**src/rtl/dbus_arb_pkg.sv**
```systemverilog
`default_nettype none
// ============================================================================
//  Module   : dbus_arb_pkg
//  Purpose  : Shared bus widths, arbiter state encoding and timeout default
//             for the two-master data-bus arbiter.
//  Revision : 1.0  initial release
// ============================================================================

`ifndef XLEN
`define XLEN 32
`endif
`ifndef BUS_WIDTH
`define BUS_WIDTH 32
`endif
`ifndef BUS_ACC_CNT
`define BUS_ACC_CNT 3
`endif

package dbus_arb_pkg;

  localparam int XLEN        = `XLEN;
  localparam int BUS_WIDTH   = `BUS_WIDTH;
  localparam int BUS_ACC_CNT = `BUS_ACC_CNT;
  localparam int ACC_W       = (BUS_ACC_CNT > 1) ? $clog2(BUS_ACC_CNT) : 1;

  // Cycles in BUSY without a slave response before a forced fault completion
  localparam int ARB_TIMEOUT_DEFAULT = 255;

  typedef enum logic [1:0] {
    ARB_IDLE   = 2'd0,
    ARB_BUSY_I = 2'd1,
    ARB_BUSY_D = 2'd2
  } arb_state_t;

  // Counter width able to hold 0..cycles; never narrower than one bit
  function automatic int cnt_width(input int cycles);
    return (cycles < 1) ? 1 : $clog2(cycles + 1);
  endfunction

endpackage

`default_nettype wire

```
**src/rtl/dbus_arb_timer.sv**
```systemverilog
`default_nettype none
// ============================================================================
//  Module   : dbus_arb_timer
//  Purpose  : Load/run/expire cycle counter for bus-transaction timeouts.
//             expire is raised in the CYCLES-th consecutive run cycle after
//             a load. CYCLES = 0 disables the timer entirely.
//  Revision : 1.0  initial release
// ============================================================================

module dbus_arb_timer
  import dbus_arb_pkg::*;
#(
  parameter int CYCLES = ARB_TIMEOUT_DEFAULT
) (
  input  logic clk,
  input  logic rst,
  input  logic load,
  input  logic run,
  output logic expire
);

  generate
    if (CYCLES > 0) begin : g_enabled
      localparam int             CW   = cnt_width(CYCLES);
      localparam logic [CW-1:0]  LAST = CW'(CYCLES - 1);

      logic [CW-1:0] r_count;

      // Clear on load, count run cycles; holding at LAST prevents wrap
      always_ff @(posedge clk) begin
        if (rst || load) begin
          r_count <= '0;
        end else if (run && (r_count != LAST)) begin
          r_count <= r_count + 1'b1;
        end
      end

      assign expire = run && (r_count == LAST);
    end else begin : g_disabled
      wire w_unused = &{1'b0, clk, rst, load, run};
      assign expire = 1'b0;
    end
  endgenerate

endmodule

`default_nettype wire

```
**src/rtl/dbus_arb.sv**
```systemverilog
`default_nettype none
// ============================================================================
//  Module   : dbus_arb
//  Purpose  : Round-robin arbiter sharing the data-bus connector between the
//             instruction-fetch master (I) and the load/store master (D).
//             Grant is held until slave response, decode fault or timeout.
//  Revision : 1.0  initial release
// ============================================================================

module dbus_arb
  import dbus_arb_pkg::*;
#(
  parameter int TIMEOUT_CYC  = ARB_TIMEOUT_DEFAULT,
  parameter bit RESET_PRIO_D = 1'b1
) (
  input  logic                 clk,
  input  logic                 rst,
  // instruction-fetch master
  input  logic                 i_req,
  input  logic [XLEN-1:0]      i_addr,
  input  logic                 i_w_rb,
  input  logic [ACC_W-1:0]     i_acc,
  input  logic [BUS_WIDTH-1:0] i_wdata,
  output logic                 i_resp,
  output logic [BUS_WIDTH-1:0] i_rdata,
  output logic                 i_fault,
  // load/store master
  input  logic                 d_req,
  input  logic [XLEN-1:0]      d_addr,
  input  logic                 d_w_rb,
  input  logic [ACC_W-1:0]     d_acc,
  input  logic [BUS_WIDTH-1:0] d_wdata,
  output logic                 d_resp,
  output logic [BUS_WIDTH-1:0] d_rdata,
  output logic                 d_fault,
  // connector master port
  output logic                 s_req,
  output logic [XLEN-1:0]      s_addr,
  output logic                 s_w_rb,
  output logic [ACC_W-1:0]     s_acc,
  output logic [BUS_WIDTH-1:0] s_wdata,
  input  logic                 s_resp,
  input  logic [BUS_WIDTH-1:0] s_rdata,
  input  logic                 s_fault,
  input  logic                 s_bus_fault,
  // status
  output logic                 timeout_evt,
  output logic                 gnt_d
);

  arb_state_t r_state;
  logic       r_rr_d;      // 1 = D wins the next tie
  logic       r_gnt_d;

  logic w_idle;
  logic w_any_req;
  logic w_pick_d;
  logic w_sel_d;
  logic w_done_evt;
  logic w_timeout;
  logic w_complete;
  logic w_fault;

  assign w_idle     = (r_state == ARB_IDLE);
  assign w_any_req  = i_req | d_req;
  // IDLE winner: the sole requester, or the one the rr pointer favours on a tie
  assign w_pick_d   = d_req & (~i_req | r_rr_d);
  assign w_sel_d    = w_idle ? w_pick_d : (r_state == ARB_BUSY_D);
  assign w_done_evt = s_resp | s_bus_fault;

  // Counter is held clear while idle, so it starts from zero on BUSY entry
  dbus_arb_timer #(
    .CYCLES (TIMEOUT_CYC)
  ) u_timer (
    .clk    (clk),
    .rst    (rst),
    .load   (w_idle),
    .run    (~w_idle & ~w_done_evt),
    .expire (w_timeout)
  );

  // A completion in IDLE only counts when someone is actually requesting;
  // a real response in the expiry cycle wins because the timer does not run then
  assign w_complete = w_idle ? (w_any_req & w_done_evt) : (w_done_evt | w_timeout);
  assign w_fault    = s_fault | s_bus_fault | w_timeout;

  // Selected master drives the connector; the request is withdrawn on timeout
  assign s_req   = (w_sel_d ? d_req : i_req) & ~w_timeout;
  assign s_addr  = w_sel_d ? d_addr  : i_addr;
  assign s_w_rb  = w_sel_d ? d_w_rb  : i_w_rb;
  assign s_acc   = w_sel_d ? d_acc   : i_acc;
  assign s_wdata = w_sel_d ? d_wdata : i_wdata;

  assign i_resp  = w_complete & ~w_sel_d;
  assign d_resp  = w_complete &  w_sel_d;
  assign i_fault = i_resp & w_fault;
  assign d_fault = d_resp & w_fault;
  assign i_rdata = s_rdata;
  assign d_rdata = s_rdata;

  assign timeout_evt = w_timeout;
  assign gnt_d       = r_gnt_d;

  // Grant state machine: arbitrate in IDLE, hold the owner until completion
  always_ff @(posedge clk) begin
    if (rst) begin
      r_state <= ARB_IDLE;
      r_rr_d  <= RESET_PRIO_D;
      r_gnt_d <= RESET_PRIO_D;
    end else begin
      case (r_state)
        ARB_IDLE: begin
          if (w_any_req) begin
            r_rr_d  <= ~w_pick_d;
            r_gnt_d <= w_pick_d;
            if (!w_done_evt) begin
              r_state <= w_pick_d ? ARB_BUSY_D : ARB_BUSY_I;
            end
          end
        end
        ARB_BUSY_I, ARB_BUSY_D: begin
          if (w_complete) begin
            r_state <= ARB_IDLE;
          end
        end
        default: r_state <= ARB_IDLE;
      endcase
    end
  end

endmodule

`default_nettype wire
```
**config.mk**
```make
export PLATFORM = sky130hd
export DESIGN_NAME = dbus_arb
export DESIGN_NICKNAME = d
export VERILOG_FILES = /design/src/rtl/dbus_arb_pkg.sv /design/src/rtl/dbus_arb_timer.sv /design/src/rtl/dbus_arb.sv
export SDC_FILE = /design/constraint.sdc
export NUM_CORES = 1
export LEC_CHECK = 0
export CORE_AREA = 2 2 120 122
export DETAILED_ROUTE_END_ITERATION = 6
export DIE_AREA = 0 0 122 124
export DONT_BUFFER_PORTS = 1
export PLACE_DENSITY_LB_ADDON = 0.1
export SKIP_LAST_GASP = 1
export SLEW_MARGIN = 30
export SYNTH_ARGS = -nofsm -noshare
export SYNTH_HDL_FRONTEND = slang
export SYNTH_HIERARCHICAL = 1
export SYNTH_SLANG_ARGS = --single-unit
```
**constraint.sdc**
```tcl
create_clock -name clk -period 4.63 [get_ports clk]
set_clock_uncertainty 0.05 [all_clocks]
set_input_delay 0.463 -clock clk [delete_from_list [all_inputs] [get_ports clk]]
set_output_delay 0.463 -clock clk [all_outputs]
set_load 0.01 [all_outputs]
```
==> reports/results.ini <==
[setup_path]
reg2reg_from = r_state[0]$_SDFFE_PP0P_
crit_fanout = 67
r2r_slack_ps = 2500
reg2reg_to = r_state[0]$_SDFFE_PP0P_
cp-end-kind = primary output
crit_required_ps = 4120
reg2reg_depth = 7
crit_start = r_state[0]$_SDFFE_PP0P_
worstPathArrival_ps = 2760
path_class = flop to primary output
start_kind = flop

[logic_synthesis]
synth_flop_cell = dfxtp_1
synth_edf_count = 0
synthArstFlopShare = 0
syn_avg_cell_area_sq_um = 8.86
synth_seq_cells = 12
synth_warnings = 6
yosys.area_share.simple = 0.111
ys_seq_area_frac = 0.114
synth_adder_area_share = 0.0238
synth_top_family_by_area = multiplexers
synthCells = 237
synth.distinct_cells = 43
syn_nets = 414
synth_compound_area_frac = 0.104
synthMuxAreaShare = 0.364
synth-xor-area-share = 0
syn_area_sq_um = 2100

[power_and_ir_drop]
p_per_area_nw_per_um2 = 256
p_seq_frac = 0.232
clkPwrFrac = 0.344
p_int_w = 0.000301
p_leak_nw = 0.591
total_power_w = 0.000471
swShare = 0.360
power.switching_w = 0.000170
peakVddDrop_v = 0.0000933
p_comb_frac = 0.424

[timing]
holdWs_ps = 264
rsz0062_at_grt = false
finalCritPeriodShare = 0.708
drv_slew = 0
finalHoldViolCount = 0
tightest_slew_ps = 824
setup_viol = 0
relSlewSlack = 0.450
setup_tns_ps = 0
fmax_mhz = 305
post-route-min-period_ps = 3280

[cells_and_area]
seqCellArea_sq_um = 240
multi_input_area_sq_um = 1270
layout_common_cells = mux2_2, dfxtp_1, mux2_1, nand2_1, nand3_1
drive_above_1_share = 0.410
layout_commonest_cell = mux2_2
fill_cells = 1570
area_delta_synth_final_pct = -12.4
fin_cells = 347
nets = 345

[clock_network]
cts.sinks = 12
clock_latency_ps = 240
numCtsBuffers = 3
postCtsHoldBufs = 0
tritoncts = yes
post_cts.repair.setup_buffers = 0
postCtsResizedCells = 0
clk_pin_slew_ps = 50
cts_root_buf = clkbuf_16
htree_levels = 1
cts_buffer_depth = 2

[global_routing]
grt_max_degree = 68
top_usage_layer = met2
met3_usage = 0.0513
grt_pass1_vias = 1519
track_usage = 0.100
gr-total-overflow = 0
grt_pass1_wl_microns = 10500
antenna_found_initial = 2
met1_usage = 0.114
met2_usage = 0.164

[place]
dp_hpwl_microns = 7630
finalWeightedCongestion = 0.783
place.port_buffers = 0
placed_cells = 343

[die]
fp.dieW_microns = 122
dieArea_sq_um = 15100
pin_count = 311
design.core.area_sq_um = 13700
rows = 43
die_h_microns = 124
initial_core_util = 0.153

[detailed_routing]
ant_nets = 0
drcViolationCount = 0
num_vias = 1497
routed_via_density = 4.31
wire_per_inst_microns = 24.9
routed_wl_microns = 8650
drt_first_pass_iters = 4
drtIter0Drc = 22

[job]
cap_violations = 0

[worst_hold_path]
min_path_type = input port to flop
whs_endpoint = r_rr_d$_SDFFE_PP1P_
min_from = rst
hold-path-cell-count = 1

[outcome]
status = complete, no violations

[state kept, by name, indices dropped and copies added, names as in the netlist]
name / count
gnt_d: 1
r_rr_d: 1
u_timer/g_enabled.r_count: 8
r_state: 2
[critical path: stages, from the launching register on]
cell and delay [ps]:
dfxtp_1 310, inv_1 80, ha_1 500, nor2b_1 200, a31oi_4 230, buf_4 670, mux2_1 480
[metrics by stage]
stage	setup WS, ps	instance area [sq um]	utilization
after global routing	1130	1840	0.134
after global placement	1650	1760	0.128
after floorplan	2120	2100	-
final	1350	1840	0.134
after CTS	1300	1840	0.134
after detailed placement	1570	1760	0.128
[logic make-up after synthesis]
kind of cell               Yosys count
muxes                               68
AOI/OAI and AO/OA                   29
buffers and inverters               81
DFF                                 12
and+or+nand+nor                     43
adders and majority gates            4
[routing by layer]
layer	share of wire	wire length, microns
met5	0.0015	13
met3	0.14	1170
met1	0.38	3250
met4	0.017	150
met2	0.47	4060
[area by class of cell]
class | instances | share of cell area
Multi-Input combinational cell | 144 | 0.688
Sequential cell | 12 | 0.131
Tap cell | 180 | 0.122
Clock buffer | 3 | 0.0408
Inverter | 6 | 0.0122
Timing Repair Buffer | 1 | 0.00408
Antenna cell | 1 | 0.00136
[Yosys cell counts, types with 3 or more instances]
cell type	instances	area [sq um]
mux2_2	59	664
nor3_1	4	20.0
inv_1	6	22.5
ha_1	4	50.1
dfxtp_1	12	240
nor2b_1	3	18.8
nor2_1	6	22.5
nand3_1	7	35.0
nand4_1	4	25.0
buf_6	4	45.0
a21oi_1	5	25.0
buf_4	69	518
nand2_1	8	30.0
a31oi_1	3	18.8
o21ai_0	3	15.0
mux2_1	8	90.1
[worst max path at each step]
stage / to / depth (start not counted) / slack (ps)
floorplan: d_fault / 8 / 2120
global placement: s_addr[9] / 6 / 1650
detailed placement: s_addr[9] / 6 / 1570
CTS: s_addr[9] / 6 / 1300
global route: s_addr[9] / 6 / 1130
finish: s_wdata[22] / 6 / 1350
[power by group through the flow]
stage | clock network, W | registers [W] | logic [W]
floorplan | 0 | 0.000110 | 0.000232
global placement | 0 | 0.000111 | 0.000202
detailed placement | 0 | 0.000111 | 0.000204
CTS | 0.000168 | 0.000109 | 0.000204
global route | 0.000172 | 0.000110 | 0.000212
finish | 0.000162 | 0.000109 | 0.000200
Note: power is estimated with default switching activity, not from simulation.
